$ cat config.mk
export PLATFORM = sky130hd
export DESIGN_NAME = if_stage_flat
export DESIGN_NICKNAME = d
export VERILOG_FILES = /design/src/rtl/cpu_pkg.sv /design/src/rtl/if_stage_if.sv /design/src/rtl/if_redirect_sel.sv /design/src/rtl/if_stage.sv /design/src/flat_wrapper.sv
export SDC_FILE = /design/constraint.sdc
export NUM_CORES = 1
export LEC_CHECK = 0
export CORE_ASPECT_RATIO = 0.9
export CORE_MARGIN = 2
export CORE_UTILIZATION = 39
export DETAILED_ROUTE_END_ITERATION = 8
export GPL_TIMING_DRIVEN = 0
export HOLD_SLACK_MARGIN = 0.1
export PLACE_DENSITY = 0.73
export SLEW_MARGIN = 5
export SYNTH_ARGS = -nofsm -noshare
export SYNTH_HDL_FRONTEND = slang
export SYNTH_SLANG_ARGS = --single-unit
$ cat constraint.sdc
create_clock -name clk -period 2 [get_ports clk]
set_input_delay 0.4 -clock clk [delete_from_list [all_inputs] [get_ports clk]]
set_output_delay 0.4 -clock clk [all_outputs]
set_load 0.02 [all_outputs]
$ cat src/rtl/cpu_pkg.sv
// Shared CPU constants, fetch FSM state type and SRAM size encodings.
package cpu_pkg;

    localparam int unsigned XLEN = 32;

    localparam logic [XLEN-1:0] RESET_PC = 32'h1c00_0000;
    localparam logic [XLEN-1:0] NOP_INST = 32'h0280_0000;

    // Instruction fetch request FSM: at most one accepted request in flight.
    typedef enum logic {
        IDLE      = 1'b0,
        WAIT_DATA = 1'b1
    } fetch_state_e;

    // SRAM-like port transfer size encodings.
    localparam logic [1:0] SRAM_SIZE_BYTE = 2'd0;
    localparam logic [1:0] SRAM_SIZE_HALF = 2'd1;
    localparam logic [1:0] SRAM_SIZE_WORD = 2'd2;

endpackage

$ cat src/rtl/if_stage_if.sv
// SRAM-like instruction port: req/addr_ok address phase, data_ok data phase.
interface if_stage_if;
    import cpu_pkg::*;

    logic            req;
    logic            wr;
    logic [1:0]      size;
    logic [3:0]      wstrb;
    logic [XLEN-1:0] wdata;
    logic [XLEN-1:0] addr;
    logic            addr_ok;
    logic [XLEN-1:0] rdata;
    logic            data_ok;

    modport master (
        output req, wr, size, wstrb, wdata, addr,
        input  addr_ok, rdata, data_ok
    );

    modport slave (
        input  req, wr, size, wstrb, wdata, addr,
        output addr_ok, rdata, data_ok
    );

endinterface

$ cat src/rtl/if_redirect_sel.sv
// Priority select of PC redirect sources: exception > ertn > branch.
module if_redirect_sel
    import cpu_pkg::*;
(
    input  logic            wb_ex,
    input  logic [XLEN-1:0] ex_entry,
    input  logic            wb_is_ertn,
    input  logic [XLEN-1:0] ertn_pc,
    input  logic            br_taken,
    input  logic [XLEN-1:0] br_target,
    output logic            redir_valid,
    output logic [XLEN-1:0] redir_target
);

    // Highest-priority active source wins the target.
    always_comb begin
        redir_valid  = wb_ex | wb_is_ertn | br_taken;
        redir_target = br_target;
        if (wb_ex) begin
            redir_target = ex_entry;
        end else if (wb_is_ertn) begin
            redir_target = ertn_pc;
        end
    end

endmodule

$ cat src/rtl/if_stage.sv
// Instruction fetch stage: PC generation, one-outstanding SRAM fetch,
// single-entry instruction slot toward ID, redirect and stale-data discard.
module if_stage
    import cpu_pkg::*;
#(
    parameter logic [31:0] RESET_PC = cpu_pkg::RESET_PC,
    parameter logic [31:0] NOP_INST = cpu_pkg::NOP_INST
) (
    input  logic               clk,
    input  logic               rst,
    input  logic               id_allow_in,
    input  logic               br_taken,
    input  logic [31:0]        br_target,
    input  logic               wb_ex,
    input  logic [31:0]        ex_entry,
    input  logic               wb_is_ertn,
    input  logic [31:0]        ertn_pc,
    if_stage_if.master         inst_sram,
    output logic               if_ready_go,
    output logic [31:0]        if_pc,
    output logic [31:0]        if_inst
);

    fetch_state_e state_q, state_d;
    logic         redir_pend_q, redir_pend_d;
    logic [31:0]  redir_pc_q, redir_pc_d;
    logic [31:0]  last_req_pc_q, last_req_pc_d;
    logic         if_valid_q, if_valid_d;
    logic [31:0]  if_pc_q, if_pc_d;
    logic [31:0]  if_inst_q, if_inst_d;
    logic         discard_q, discard_d;
    logic         discard_next_q, discard_next_d;
    logic         hold_q, hold_d;
    logic [31:0]  hold_addr_q, hold_addr_d;

    logic         redir_valid;
    logic [31:0]  redir_target;
    logic         consume_c;
    logic         req_c;
    logic [31:0]  addr_c;
    logic         acc_c;
    logic         rsp_c;

    if_redirect_sel u_redirect_sel (
        .wb_ex        (wb_ex),
        .ex_entry     (ex_entry),
        .wb_is_ertn   (wb_is_ertn),
        .ertn_pc      (ertn_pc),
        .br_taken     (br_taken),
        .br_target    (br_target),
        .redir_valid  (redir_valid),
        .redir_target (redir_target)
    );

    // Request/handshake decode; an unaccepted request is frozen in hold_addr.
    always_comb begin
        consume_c = if_valid_q & id_allow_in;
        req_c     = (state_q == IDLE) & (hold_q | ~if_valid_q | consume_c);
        addr_c    = hold_q       ? hold_addr_q :
                    redir_pend_q ? redir_pc_q  : last_req_pc_q + 32'd4;
        acc_c     = req_c & inst_sram.addr_ok;
        rsp_c     = (state_q == WAIT_DATA) & inst_sram.data_ok;
    end

    // Next-state for FSM, PC tracking, instruction slot and discard bookkeeping.
    always_comb begin
        state_d        = state_q;
        redir_pend_d   = redir_pend_q;
        redir_pc_d     = redir_pc_q;
        last_req_pc_d  = last_req_pc_q;
        if_valid_d     = if_valid_q;
        if_pc_d        = if_pc_q;
        if_inst_d      = if_inst_q;
        discard_d      = discard_q;
        discard_next_d = discard_next_q;
        hold_d         = hold_q;
        hold_addr_d    = hold_addr_q;

        if (acc_c) begin
            state_d = WAIT_DATA;
        end else if (rsp_c) begin
            state_d = IDLE;
        end

        // Address phase: a stale held request must not consume the pending redirect.
        if (acc_c) begin
            last_req_pc_d  = addr_c;
            hold_d         = 1'b0;
            discard_next_d = 1'b0;
            if (discard_next_q) begin
                discard_d = 1'b1;
            end else begin
                redir_pend_d = 1'b0;
            end
        end else if (req_c) begin
            hold_d      = 1'b1;
            hold_addr_d = addr_c;
        end

        // Data phase: capture wins over consumption in the same cycle.
        if (rsp_c) begin
            if (discard_q) begin
                discard_d = 1'b0;
            end else begin
                if_inst_d  = inst_sram.rdata;
                if_pc_d    = last_req_pc_q;
                if_valid_d = 1'b1;
            end
        end else if (consume_c) begin
            if_valid_d = 1'b0;
        end

        // Redirect: flush slot, drop same-cycle data, mark in-flight work stale.
        if (redir_valid) begin
            redir_pend_d = 1'b1;
            redir_pc_d   = redir_target;
            if_valid_d   = 1'b0;
            if_pc_d      = if_pc_q;
            if_inst_d    = if_inst_q;
            if (((state_q == WAIT_DATA) && !inst_sram.data_ok) || acc_c) begin
                discard_d = 1'b1;
            end
            if (req_c && !inst_sram.addr_ok) begin
                discard_next_d = 1'b1;
            end
        end
    end

    // State register with synchronous reset.
    always_ff @(posedge clk) begin
        if (rst) begin
            state_q        <= IDLE;
            redir_pend_q   <= 1'b1;
            redir_pc_q     <= RESET_PC;
            last_req_pc_q  <= RESET_PC - 32'd4;
            if_valid_q     <= 1'b0;
            if_pc_q        <= 32'h1bff_fffc;
            if_inst_q      <= NOP_INST;
            discard_q      <= 1'b0;
            discard_next_q <= 1'b0;
            hold_q         <= 1'b0;
            hold_addr_q    <= RESET_PC;
        end else begin
            state_q        <= state_d;
            redir_pend_q   <= redir_pend_d;
            redir_pc_q     <= redir_pc_d;
            last_req_pc_q  <= last_req_pc_d;
            if_valid_q     <= if_valid_d;
            if_pc_q        <= if_pc_d;
            if_inst_q      <= if_inst_d;
            discard_q      <= discard_d;
            discard_next_q <= discard_next_d;
            hold_q         <= hold_d;
            hold_addr_q    <= hold_addr_d;
        end
    end

    // Port drive: read-only word fetches.
    always_comb begin
        inst_sram.req   = req_c;
        inst_sram.addr  = addr_c;
        inst_sram.wr    = 1'b0;
        inst_sram.size  = SRAM_SIZE_WORD;
        inst_sram.wstrb = 4'd0;
        inst_sram.wdata = 32'd0;
        if_ready_go     = if_valid_q;
        if_pc           = if_pc_q;
        if_inst         = if_valid_q ? if_inst_q : NOP_INST;
    end

endmodule

$ cat src/flat_wrapper.sv
// flat-port wrapper written by rule: the top's interface ports become plain ports
module if_stage_flat import cpu_pkg::*;
#(
    parameter logic [31:0] RESET_PC = cpu_pkg::RESET_PC,
    parameter logic [31:0] NOP_INST = cpu_pkg::NOP_INST
)
  (clk, rst, id_allow_in, br_taken, br_target, wb_ex, ex_entry, wb_is_ertn, ertn_pc, if_ready_go, if_pc, if_inst, inst_sram_req, inst_sram_wr, inst_sram_size, inst_sram_wstrb, inst_sram_wdata, inst_sram_addr, inst_sram_addr_ok, inst_sram_rdata, inst_sram_data_ok);
  if_stage_if inst_sram_i ();
  input  logic clk;
  input  logic rst;
  input  logic id_allow_in;
  input  logic br_taken;
  input  logic [31:0] br_target;
  input  logic wb_ex;
  input  logic [31:0] ex_entry;
  input  logic wb_is_ertn;
  input  logic [31:0] ertn_pc;
  output logic if_ready_go;
  output logic [31:0] if_pc;
  output logic [31:0] if_inst;
  output wire logic [$bits(inst_sram_i.req)-1:0] inst_sram_req;
  output wire logic [$bits(inst_sram_i.wr)-1:0] inst_sram_wr;
  output wire logic [$bits(inst_sram_i.size)-1:0] inst_sram_size;
  output wire logic [$bits(inst_sram_i.wstrb)-1:0] inst_sram_wstrb;
  output wire logic [$bits(inst_sram_i.wdata)-1:0] inst_sram_wdata;
  output wire logic [$bits(inst_sram_i.addr)-1:0] inst_sram_addr;
  input wire logic [$bits(inst_sram_i.addr_ok)-1:0] inst_sram_addr_ok;
  input wire logic [$bits(inst_sram_i.rdata)-1:0] inst_sram_rdata;
  input wire logic [$bits(inst_sram_i.data_ok)-1:0] inst_sram_data_ok;
  assign inst_sram_req = inst_sram_i.req;
  assign inst_sram_wr = inst_sram_i.wr;
  assign inst_sram_size = inst_sram_i.size;
  assign inst_sram_wstrb = inst_sram_i.wstrb;
  assign inst_sram_wdata = inst_sram_i.wdata;
  assign inst_sram_addr = inst_sram_i.addr;
  assign inst_sram_i.addr_ok = inst_sram_addr_ok;
  assign inst_sram_i.rdata = inst_sram_rdata;
  assign inst_sram_i.data_ok = inst_sram_data_ok;
  if_stage #(.RESET_PC(RESET_PC), .NOP_INST(NOP_INST)) u_core (.clk(clk), .rst(rst), .id_allow_in(id_allow_in), .br_taken(br_taken), .br_target(br_target), .wb_ex(wb_ex), .ex_entry(ex_entry), .wb_is_ertn(wb_is_ertn), .ertn_pc(ertn_pc), .inst_sram(inst_sram_i), .if_ready_go(if_ready_go), .if_pc(if_pc), .if_inst(if_inst));
endmodule
==> results.md <==
- Status: complete, but fails checks
- Failing checks: negative setup slack
- Min-Delay Startpoint: u_core.if_inst_q[14]
- Final Setup Violations: 58
- Port Buffers: 232
- CP max FO: 5
- Max H-tree Level: 4
- Hold_buf cts: 0
- Least-Margin Pin Slew: 0.924 ns
- Net total in the final layout: 1647
- Max IR drop VDD: 0.000515 V
- Layout cells sized above 1: 25.5%
- Post-Route WL: 34.3 mm
- Final hold slack: 0.449 ns
- Total grt overflow: 0
- Avg Inst Size Synth: 7.43 sq um
- Seq/Total Area, Yosys: 39.7%
- Worst Hold Depth: 2
- Cts bufs inserted: 17
- Vias per cell: 5.39
- Largest net degree at the start of global routing: 17
- Yosys cell types: 61
- Final instance area: 13500 sq um
- Vias: 9738
- Clk sinks: 166
- Maxcap violations: 0
- Clk root buf: clkbuf_16
- Reg-to-Reg End: u_core.hold_addr_q[19]
- Highest Clock Rate: 0.354 GHz
- Initial Utilization: 40.0%
- Synth async-reset ratio: 0%
- Comb pwr share: 26.5%
- Die X: 158 microns
- Core ar.: 21000 sq um
- Die footprint: 22700 sq um
- Hold endpoint: u_core.if_inst_q[14]
- Clk_lat worst skew: 0.44 ns
- Clock Path Buffers: 2
- Post-synth EDFFs: 0
- Total GRT Usage: 28.8%
- Register-to-Register Path Depth: 12
- DRC viols: 0
- Hold Fails Final Rpt: 0
- Final min period: 2.83 ns
- Register bit count reported by yosys: 166
- Vias in the first global route: 9286
- Commonest non-fill, non-tap cells in the layout: 266 x nand2_1, 169 x clkdlybuf4s50_1, 141 x dfxtp_1
- Placed cell area: 11400 sq um
- Drt initial violations: 930
- CTS tree: built
- Crit path cell chain: nand4_4 -> nor4_4 -> buf_4 -> nand4_1 -> xnor2_2 -> a222oi_1 -> inv_1 -> buf_6
- Synth Flop Type: dfxtp_1
- Critical Path RT: 1.60 ns
- Setup crit end kind: output port
- CP arrival: 2.43 ns
- R2R Setup Slk: -0.21 ns
- Synth warnings: 0
- Synthesized area: 8380 sq um
- Total power: 0.00927 W
- Final setup margin: -0.826 ns
- DR pass1 iterations: 7
- I/O pin count: 273
- Worst flop-to-flop path startpoint: u_core.last_req_pc_q[3]
- Slowest library cell on the worst path: dfxtp_4
- Max_slew headroom: 38.4%
- P_int: 0.00638 W
- RSZ-0062 raised after global routing: true
- Clock slew seen by the registers of the worst setup and hold paths: 0.06 ns
- Fin crit share: 141%
- Hpwl dp: 22.9 mm
- Global-route wire length before repair: 49.7 mm
- Area grow syn2layout: 61.5%
- Avg WL per Cell: 18.9 microns
- Antenna violations before repair: 1
- Pwr/cell area: 685 nW/um^2
- Sequential Power Share: 40.0%
- Critical path's largest stage delay: 0.38 ns
- Sw Share: 31.2%
- Site row count: 50
- Switching power: 0.00289 W
- Final clock skew: 0.00772 ns
- Slew Limit Fails: 0
- Setup tns final: -20.13 ns
- GPL Wtd Cong: 0.960
- Hold/Removal Path Class: flop to flop
- Crit start category: flop
- Die height: 143 microns
- Post-Synthesis Cells: 1127
- P_leak: 5.81 nW
- # diodes: 0
- ANT nets after route: 0
- Crit Path Class: flop to output port
- Clk pwr share: 33.5%
- Commonest non-fill, non-tap cell in the layout: nand2_1
==> worst max path at each step <==
stage / end / cells past startpoint / slack [ns] / startpoint
CTS: inst_sram_addr[24] / 8 / -0.69 / u_core.last_req_pc_q[12]
global placement: inst_sram_addr[13] / 6 / -1.30 / u_core.hold_q
detailed placement: inst_sram_addr[13] / 6 / -1.35 / u_core.hold_q
floorplan: inst_sram_addr[20] / 7 / -0.19 / u_core.last_req_pc_q[3]
finish: inst_sram_addr[20] / 8 / -0.83 / u_core.last_req_pc_q[12]
global route: inst_sram_addr[24] / 9 / -0.92 / u_core.last_req_pc_q[3]
==> routing by layer <==
layer	GRT usage, %	vias to the layer above	routed length, microns
li1	-	4542	-
met1	35.9	4365	13100
met2	45.9	680	15300
met3	8.56	149	4400
met4	12.9	2	1470
met5	0	-	15
==> power groups by stage <==
stage	Sequential, W	Clock, W	Combinational, W
5_1_grt	0.00371	0.00323	0.00258
3_5_place_dp	0.00375	0	0.00176
6_report	0.00371	0.00311	0.00245
3_3_place_gp	0.00375	0	0.00174
2_1_floorplan	0.00368	0	0.00105
4_1_cts	0.00367	0.00308	0.00220
==> metrics by stage <==
step	instances	setup slack [ns]	util, %
after floorplan	1164	-0.187	-
after global placement	1682	-1.30	54.2
after detailed placement	1682	-1.35	54.2
after CTS	1813	-0.691	63.3
after global routing	1808	-0.919	64.6
final	1808	-0.826	64.6
==> worst max-delay path, delay by kind of cell (launching register included) <==
family / cells / cell delay, ns
AO/OA/AOI/OAI: 1 / 0.32
AND/OR/NAND/NOR: 3 / 0.67
XOR/XNOR: 1 / 0.19
buffers and inverters: 3 / 0.42
flip-flops: 1 / 0.38
==> area by class of cell <==
| cell class | count | area (sq um) |
|---|---|---|
| plain buffers | 116 | 736 |
| clock buffers | 23 | 458 |
| clock inverters | 8 | 78.8 |
| fillers | 1746 | 7430 |
| inverters | 17 | 67.6 |
| multi-input cells | 861 | 5260 |
| flip-flops and latches | 166 | 3390 |
| well taps | 286 | 358 |
| repair buffers | 331 | 3180 |
==> logic make-up after synthesis <==
kind of cell	count (synthesis)	share of synthesized area, %
adders and majority gates	1	0.149
AOI/OAI and AO/OA	253	17.9
muxes	44	5.26
other	2	0.0897
xor gates and xnor gates	20	2.09
and+or+nand+nor	504	26.9
buffers and inverters	137	7.93
DFF	166	39.7
==> synth_stat cells, drive strengths merged, types with 10 or more instances <==
library cell / n / area, sq um
and2: 36 / 225
nand2: 281 / 1050
inv: 17 / 63.8
dfxtp: 166 / 3320
clkbuf: 76 / 287
buf: 44 / 314
a211oi: 11 / 82.6
o22ai: 10 / 62.6
o211ai: 11 / 82.6
nand4: 10 / 83.8
xnor2: 14 / 123
a21oi: 115 / 576
mux2i: 44 / 440
nor3: 28 / 140
nand3: 40 / 200
nor2: 72 / 270
o21ai: 56 / 280
==> state kept, by name, summed over array words and instances (netlist names), named ones only <==
name                  count
u_core.discard_q          1
u_core.hold_addr_q       32
u_core.hold_q             1
u_core.if_inst_q         32
u_core.if_pc             32
u_core.if_ready_go        1
u_core.last_req_pc_q     32
u_core.redir_pc_q        32
u_core.redir_pend_q       1
u_core.state_q            1
==> what timing repair did <==
item,in CTS,in global routing
pin swaps,61,68
gates cloned,0,0
endpoints found under the setup margin,227,117
setup buffers,196,33
gates resized for setup,385,142
No activity file was read; power rests on OpenSTA's default activity.
